### src/rtl/result_led_pager.sv
// Pages a snapshotted result bus and its flags onto an LED bank, one slice at a time.
// Supports manual page selection, timed auto-scan, hold/sample capture and a change pulse.
module result_led_pager #(
  parameter int DATA_W   = 32,
  parameter int LED_W    = 8,
  parameter int FLAG_W   = 2,
  parameter int SEL_W    = 3,
  parameter int SCAN_DIV = 50000000
) (
  input  logic              clk,
  input  logic              rst,
  input  logic [DATA_W-1:0] data_in,
  input  logic [FLAG_W-1:0] flags_in,
  input  logic              hold,
  input  logic              sample,
  input  logic              mode,
  input  logic [SEL_W-1:0]  SW,
  output logic [LED_W-1:0]  LED,
  output logic [SEL_W-1:0]  page,
  output logic              changed
);

  localparam int NSLICE = (DATA_W + LED_W - 1) / LED_W;
  localparam int NPAGE  = NSLICE + 1;
  localparam int PAD_W  = NSLICE * LED_W;
  localparam int PRE_W  = (SCAN_DIV > 2) ? $clog2(SCAN_DIV) : 1;

  localparam logic [PRE_W-1:0] PRE_LAST  = PRE_W'(SCAN_DIV - 1);
  localparam logic [SEL_W-1:0] PAGE_LAST = SEL_W'(NPAGE - 1);
  localparam logic [SEL_W-1:0] FLAG_PAGE = SEL_W'(NSLICE);

  logic [DATA_W-1:0] snap_data_q, snap_data_d;
  logic [FLAG_W-1:0] snap_flags_q, snap_flags_d;
  logic [SEL_W-1:0]  page_q, page_d;
  logic [PRE_W-1:0]  presc_q, presc_d;
  logic [LED_W-1:0]  led_q, led_d;
  logic              changed_q, changed_d;

  logic              ld;
  logic [PAD_W-1:0]  data_pad;

  assign ld       = !hold || sample;
  assign data_pad = PAD_W'(snap_data_q);

  always_comb begin
    snap_data_d  = snap_data_q;
    snap_flags_d = snap_flags_q;
    changed_d    = 1'b0;
    if (ld) begin
      snap_data_d  = data_in;
      snap_flags_d = flags_in;
      changed_d    = ({data_in, flags_in} != {snap_data_q, snap_flags_q});
    end
  end

  // Prescaler rests at zero in manual mode, so entering auto always starts a full period.
  always_comb begin
    presc_d = '0;
    page_d  = page_q;
    if (mode) begin
      if (presc_q == PRE_LAST) begin
        presc_d = '0;
        page_d  = (page_q >= PAGE_LAST) ? '0 : page_q + SEL_W'(1);
      end else begin
        presc_d = presc_q + PRE_W'(1);
      end
    end else begin
      page_d = SW;
    end
  end

  always_comb begin
    led_d = '0;
    for (int k = 0; k < NSLICE; k++) begin
      if (page_q == SEL_W'(k)) begin
        led_d = data_pad[k*LED_W +: LED_W];
      end
    end
    if (page_q == FLAG_PAGE) begin
      led_d = LED_W'(snap_flags_q);
    end
  end

  always_ff @(posedge clk) begin
    if (rst) begin
      snap_data_q  <= '0;
      snap_flags_q <= '0;
      page_q       <= '0;
      presc_q      <= '0;
      led_q        <= '0;
      changed_q    <= 1'b0;
    end else begin
      snap_data_q  <= snap_data_d;
      snap_flags_q <= snap_flags_d;
      page_q       <= page_d;
      presc_q      <= presc_d;
      led_q        <= led_d;
      changed_q    <= changed_d;
    end
  end

  assign LED     = led_q;
  assign page    = page_q;
  assign changed = changed_q;

endmodule

### config.mk
export PLATFORM = sky130hd
export DESIGN_NAME = result_led_pager
export DESIGN_NICKNAME = d
export VERILOG_FILES = /design/src/rtl/result_led_pager.sv
export SDC_FILE = /design/constraint.sdc
export NUM_CORES = 1
export LEC_CHECK = 0
export CAP_MARGIN = 20
export CORE_AREA = 2 2 87 89
export DETAILED_ROUTE_END_ITERATION = 10
export DIE_AREA = 0 0 89 91
export PLACE_DENSITY = 0.8
export SETUP_SLACK_MARGIN = 0.3
export SYNTH_ARGS = -nofsm -noshare
export SYNTH_HDL_FRONTEND = slang
export SYNTH_SLANG_ARGS = --single-unit
### constraint.sdc
create_clock -name clk -period 2.13 [get_ports clk]
set_input_delay 0.3195 -clock clk [delete_from_list [all_inputs] [get_ports clk]]
set_output_delay 0.3195 -clock clk [all_outputs]
set_load 0.02 [all_outputs]
# Word level (Yosys, flattened, before mapping)
# Index checks and enable logic that the tools add are counted.
dict set report op_classes {
  addsub 2
  multipliers 0
  div_mod_pow 0
  magnitude_cmp 1
  eq_ne 7
  n_shift 0
  mux 8
  bitwise 2
  n_reduce_logical 6
}
# op n
set ops {}
lappend ops {{inequality test 34 bit} 1}
lappend ops {{2-to-1 mux 8 bit} 4}
lappend ops {{adder 26 x 1 -> 26 bit (second input constant)} 1}
lappend ops {{== test 26 bit (second input constant)} 1}
lappend ops {{2-to-1 mux 3 bit} 3}
lappend ops {{== test 3 x 2 -> 1 bit (second input constant)} 2}
lappend ops {{OR reduction 2 bit} 2}
lappend ops {{adder 3 x 1 -> 3 bit (second input constant)} 1}
lappend ops {{== test 3 x 1 -> 1 bit (second input constant)} 1}
lappend ops {{== test 3 bit (second input constant)} 1}
lappend ops {{greater-or-equal comparator 3 bit (second input constant)} 1}
lappend ops {{logical NOT 3 bit} 1}
lappend ops {{OR reduction 3 bit} 1}
lappend ops {{2-to-1 mux 2 bit} 1}
lappend ops {{inequality test 2 x 1 -> 1 bit (second input constant)} 1}
lappend ops {{inverter 1 bit} 2}
lappend ops {{logical NOT 1 bit} 1}
lappend ops {{logical OR 1 bit} 1}
dict set report word_totals {
  ff_bits 72
  latch_bits 0
  mem_bits_rw 0
  mem_bits_ro 0
  inputBits 42
  output_inout_bits 12
  word_cells 33
  n_memories 0
}

# Depth between registers and ports, before layout
# Gate-level depths: netlist of run 1.
dict set report logic_depth {
  depth_word 6
  mapped_depth 8
}

# Worst setup path after synthesis of run 1
# Ideal clock, no wire load.
dict set report synth_path {
  kind {flip-flop to flip-flop}
  startpoint {register page_q[1], in the netlist page[1]}
  endpoint {register page_q[2], in the netlist page[2]}
  arrival_ps 1631
  setup_slack_ps 413
  stages_incl_launch_ff 6
  n_path_buf 0
  path_cell_list {dfxtp_1 -> ha_1 -> ha_1 -> or3_1 -> o31a_1 -> a211oi_1}
}
dict set report synth_via {
  elab_chain_cells 4
  elab_cells_between_ends 5
  classes_between {add/sub: 1; order compare: 1; mux: 3}
}
# item line
set synth_rtl {}
lappend synth_rtl {{start, declared} 34} ;# logic [SEL_W-1:0] page_q, page_d;
lappend synth_rtl {{start signal, assigned} 95} ;# page_q <= page_d;
lappend synth_rtl {{adder 3 x 1 -> 3 bit or greater-or-equal comparator 3 bit (tied branches)} 63} ;# page_d = (page_q >= PAGE_LAST) ? '0 : page_q + SEL_W'(1);
lappend synth_rtl {{2-to-1 mux 3 bit *} 63}
lappend synth_rtl {{2-to-1 mux 3 bit *} 61} ;# if (presc_q == PRE_LAST) begin
lappend synth_rtl {{2-to-1 mux 3 bit *} 60} ;# if (mode) begin
# Every way passes the cells marked *; elsewhere a longest branch is shown, timed or not. The select of a mux whose other input is x is not followed.
# A chain may end at the register's enable or synchronous reset.

# Worst setup path in the final report of run 1
dict set report layout_path {
  startpoint {register page_q[0], in the netlist page[0]}
  endpoint {register page_q[2], in the netlist page[2]}
}
# The elaborated chain is that of the path after synthesis.

==> metrics, run 1 <==
outcome=complete, no violations; Main synth FF type=dfxtp_1; FF-to-FF End=page[2]; CTS Buffer Depth=2; I/O Buffers=53; Sequential Area=1440 um^2; I/O pin count=between 50 and 60; WHS Path Cells=1; Worst Skew=0.0119 ns; EDFF count, synth=0; initial antenna violation count=0; Finish-stage setup viols=0; synth warn=0; headroom to the max-slew limit=0.633; RSZ-0062 raised after global routing=false; clock latency on the worst-skew pair=0.34 ns; Die Area=8100 um^2; DR WL/cell=14.4 um; reg-to-reg startpoint=page[0]; DRT Wirelength=~8500 um; hold path start=presc_q[0]; first-pass GRT wire length=about 13,000 um; fin nets=534; Netlist cell types=34; Die Y=around 90 um; Mean Syn Cell Area=8.00 um^2; arrival time at the worst endpoint=2.02 ns; worst-case hold path end point=presc_q[0]; Post-DP Area=4110 um^2; H-tree depth=3; # fillers=655; Area growth, synth to finish=23.4%; Pwr Total=between 2000 and 3000 uW; startpoint types=flip-flop; cell leakage power=0.00146 uW; Slew @ Worst Pin=0.551 ns; max_cap viols=0; Cell Area, Synth=3500 um^2; area leader, netlist=dfxtp_1; layout cell share with drive strength beyond 1=0.0631; Final Wtd Congestion=0.863; drt drc=0; hpwl dp=~5900 um; CTS buffer count=9; r2r worst-path depth=5; Clk pin slew, worst setup/hold paths=0.08 ns; clock tree root driver cell=clkbuf_8; Peak supply drop=0.364 mV; cell count after synthesis=437; Setup Crit Path Kind=flip-flop to flip-flop; post-route design area=between 4000 and 5000 um^2; ys async rst share=0; via count=3,221; total power density per cell area=667 nW/um^2; top cell type's share of synthesized area=0.412; hold crit path type=flip-flop to flip-flop; Routed Antenna Nets=0; commonest non-fill, non-tap cells in the layout=100 x nand2_1, 71 x dfxtp_1, 53 x a21oi_1, 53 x clkdlybuf4s50_1, 34 x xnor2_1; top area cells in the synthesized netlist=dfxtp_1 41%, nand2_1 11%, xnor2_1 8.5%, a21oi_1 7.6%, nand4_1 3.0%; most common cell after layout, fill and taps aside=nand2_1; Fmax=between 500 and 600 MHz; Slew Limit Fails=0; Initial Utilization=0.490; Pre-antenna DRT Iters=4; ANT cells=0; vias in the first global route=2,875; largest net degree at the start of global routing=47; GRT Resource Usage Total=0.205; WP data required=approximately 2.4 ns; CTS tree=yes; post-synthesis sequential area ratio=0.412; Post-Syn Nets=485; die width=just under 90 um; Crit. End Element=flip-flop; vias per std cell=between 5 and 6; Core ar.=around 7000 um^2; Core Rows=31; Final Cycle Share=0.825; fin util=0.605; Max FO, Critical Path=5; Sink Count=a little over 70; total gr overflow=0; area of the multi-input gates=1950 um^2; Starting DRT DRC Count=between 150 and 200; r2r setup slk=0.37 ns; Yosys reg bits=between 70 and 80; Setup TNS=0 ns; WHS=around 0.45 ns; final hold vios=0; Tmin final=1.76 ns
cells by family (layout without fill, tap and decap cells):
logic type / Yosys count / after routing / share of synthesized area
AOI/OAI and AO/OA: 93 / 93 / 0.153
adders and majority gates: 6 / 6 / 0.0215
buffers and inverters: 29 / 83 / 0.0340
and+or+nand+nor: 192 / 192 / 0.267
xor gates and xnor gates: 45 / 45 / 0.113
DFF: 72 / 72 / 0.412
critical path, stage by stage (launching register included):
cell and delay, ns:
dfxtp_1 0.37, ha_1 0.22, ha_1 0.26, or3_1 0.35, o31a_1 0.25, a211oi_1 0.22
state kept, by name, summed over array words and instances (netlist names):
| register | cells |
|---|---|
| presc_q | 26 |
| changed | 1 |
| data_pad | 32 |
| LED | 8 |
| page | 3 |
| snap_flags_q | 2 |
cell usage after synthesis (all sizes together), types with 2 or more instances:
| master | number |
|---|---|
| a21oi | 53 |
| a311oi | 5 |
| and2 | 3 |
| and3 | 2 |
| and4 | 5 |
| buf | 5 |
| clkbuf | 19 |
| dfxtp | 72 |
| ha | 6 |
| inv | 5 |
| nand2 | 101 |
| nand2b | 9 |
| nand3 | 12 |
| nand4 | 18 |
| nor2 | 18 |
| nor2b | 2 |
| nor3 | 2 |
| nor4 | 2 |
| o211ai | 8 |
| o21ai | 15 |
| o31ai | 10 |
| or3 | 5 |
| or4 | 11 |
| xnor2 | 34 |
| xor2 | 11 |
how the worst max path moves through the flow:
stage                    start          end  slack, ns  depth (start not counted)
finish                 page[0]      page[2]       0.37                          5
global placement    presc_q[2]  presc_q[25]       0.37                          4
CTS                 presc_q[2]      page[1]       0.30                          4
detailed placement  presc_q[2]  presc_q[25]       0.30                          4
floorplan              page[1]      page[2]       0.41                          5
global route        presc_q[2]  presc_q[22]       0.30                          5
power breakdown:
group	switching (uW)	leakage [uW]	internal (uW)	total [uW]
logic	206	0.000774	205	411
clock network	497	0.0000927	518	1020
registers	45.9	0.000591	1400	1450
total	749	0.00146	2130	2880
repair_timing:
item,4_1_cts,5_1_grt
resized for setup,1,4
endpoints found under the setup margin,4,9
setup buffers,0,1
cloned,0,0
pin swaps,0,2
hold buffers,0,0
stage by stage:
stage | cells | setup slack (ns)
finish | 590 | 0.372
global route | 590 | 0.305
detailed placement | 573 | 0.304
floorplan | 437 | 0.413
CTS | 589 | 0.302
global placement | 573 | 0.373
cell type report:
class / count / area share
clock buffer: 14 / 0.0400
clock inverter: 2 / 0.00290
inverter: 5 / 0.00435
multi-input combinational: 336 / 0.451
sequential: 72 / 0.334
tap: 99 / 0.0287
timing repair buffer: 62 / 0.139
layer usage:
layer,GRT usage,part of all wire
met3,0.0473,0.050
met5,0,0
met1,0.265,0.46
met2,0.330,0.47
met4,0.0796,0.017
Power figures use the tool's default switching activity.
==> inputs of run 2 (changes only) <==
==> constraint.sdc (replaced) <==
create_clock -name clk -period 1.7 [get_ports clk]
set_input_delay 0.255 -clock clk [delete_from_list [all_inputs] [get_ports clk]]
set_output_delay 0.255 -clock clk [all_outputs]
set_load 0.02 [all_outputs]
==> metrics, run 2 (synthesis results as in run 1) <==
Final Wtd Congestion=0.852 (-1.3%); CTS Buffer Depth=2 (unchanged); H-tree depth=3 (unchanged); startpoint types=flip-flop; final std cells w/o fill=631 (+6.9%); Die Y=91 um (unchanged); failing checks=setup timing; Tmin final=1.71 ns (-0.0523 ns); drt drc=0 (unchanged); # fillers=535 (-18%); vias per std cell=5.64 (+3.3%); fin nets=575 (+7.7%); Crit. End Element=flip-flop; total gr overflow=0 (unchanged); final setup margin=-0.00556 ns (-0.378 ns); via count=3,559 (+10%); Routed Antenna Nets=0 (unchanged); Starting DRT DRC Count=229 (+19%); outcome=complete, but fails checks; die width=89 um (unchanged); Clk pin slew, worst setup/hold paths=0.08 ns (about the same); arrival time at the worst endpoint=1.99 ns (-0.03 ns); Core ar.=7140 um^2 (unchanged); hold crit path type=flip-flop to flip-flop; headroom to the max-slew limit=0.811 (+0.178); GRT Resource Usage Total=0.253 (+0.0479); DP Cell Count=578 (+0.87%); Post-CTS Hold Buffers=0 (unchanged); layout cell share with drive strength beyond 1=0.248 (+0.185); Setup Crit Path Kind=flip-flop to flip-flop; largest net degree at the start of global routing=47 (unchanged); CTS buffer count=9 (unchanged); Area growth, synth to finish=43.0%; Finish-stage setup viols=1 (+1); Sink Count=72 (unchanged); Core Rows=31 (unchanged); ANT cells=0 (unchanged); CP peak stage delay=0.33 ns (-0.04 ns); vias in the first global route=3,458 (+20%); Final Cycle Share=1.00 (+0.178); Slew Limit Fails=0 (unchanged); commonest non-fill, non-tap cells in the layout=94 x nand2_1, 51 x a21oi_1, 49 x dfxtp_1, 41 x clkdlybuf4s50_1, 35 x buf_4; WP buf/inv=2 (+2); Die Area=8100 um^2 (unchanged); max_cap viols=0 (unchanged); Setup TNS=-0.00556 ns (-0.00556 ns); Max FO, Critical Path=6 (+1); Slowest-stage cell, CP=dfxtp_2; clock latency on the worst-skew pair=0.36 ns (+0.02 ns); cell leakage power=0.00181 uW (+24%); I/O Buffers=53 (unchanged); first-pass GRT wire length=16,000 um (+22%); I/O pin count=54 (unchanged); Fmax=586 MHz (+3.1%); final hold vios=0 (unchanged); clock tree root driver cell=clkbuf_8; Worst Skew=0.00784 ns (-0.00409 ns); Initial Utilization=0.490 (unchanged); most common cell after layout, fill and taps aside=nand2_1; fin util=0.701 (+0.0962); RSZ-0062 raised after global routing=true; DRT Wirelength=10,600 um (+26%); Pre-antenna DRT Iters=6 (+2); CP top delay family=simple AND/OR/NAND/NOR gates; max reg flops=32 (unchanged); WP data required=1.98 ns (-0.41 ns); CTS tree=yes; DR WL/cell=16.9 um (+17%); Pwr Total=3860 uW (+34%); total power density per cell area=771 nW/um^2 (+16%); CP cell instances=and4_4 > buf_6 > nand4_1 > buf_4 > or3_4 > a21oi_2; hpwl dp=6430 um (+8.4%); initial antenna violation count=0 (unchanged); Peak supply drop=0.424 mV (+17%); Slew @ Worst Pin=0.283 ns (-0.268 ns)
run 2: cell types whose count changed in the layout (fill, tap and decap cells not counted), sizes merged:
cell / change
dlygate4sd2: +10
buf: +41
clkdlybuf4s15: +2
clkbuf: -4
clkinvlp: +2
bufinv: +1
clkdlybuf4s50: -12
clkinv: +1
run 2: final timing paths:
check	startpoint	end	slack (ns)	cells past startpoint
worst max-delay path	presc_q[5]	presc_q[16]	-0.006	6
worst min-delay path	presc_q[0]	presc_q[0]	0.45	1
worst max register to register	presc_q[5]	presc_q[16]	-0.006	6
worst min register to register	presc_q[0]	presc_q[0]	0.45	1
run 2: worst reg2reg max path: cells and delay by family, from the launching register on:
family	cells	cell delay (ns)
flops	1	0.33
compound gates	1	0.15
buf+inv	2	0.34
simple gates	3	0.80
run 2: layout make-up:
cell class / instances / area (um^2) / share of cell area
inverter: 5 / 23.8 / 0.00475
clock inverter: 6 / 66.3 / 0.0133
sequential: 72 / 1500 / 0.299
multi-input combinational: 336 / 2160 / 0.432
tap: 99 / 124 / 0.0248
clock buffer: 10 / 149 / 0.0298
timing repair buffer: 103 / 980 / 0.196
run 2: repair_timing:
item | 4_1_cts | 5_1_grt
hold endpoints to repair | 0 | 0
pin swaps | 24 | 17
cloned | 2 | 0
gates resized for setup | 73 | 42
setup endpoints to repair | 48 | 37
setup buffers | 25 | 10
run 2: per-stage QoR:
stage	hold WS (ns)	worst slack, ns	instance area [um^2]
floorplan	0.363	0.158	3580
detailed placement	0.429	0.0412	4250
CTS	0.443	0.0670	4830
finish	0.446	-0.00556	5000
global route	0.456	-0.0251	5000
global placement	0.398	0.0936	4250
run 2: metal layers:
metal  routed length, um  track usage
met1                4010        0.285
met2                5670        0.447
met3                 660       0.0645
met4                 291        0.101
met5                   0            0
run 2: power by group:
group          switching, uW  total (uW)  internal, uW
clock network            687        1450           765
registers               67.2        1810          1750
logic                    295         593           298
total                   1050        3860          2810
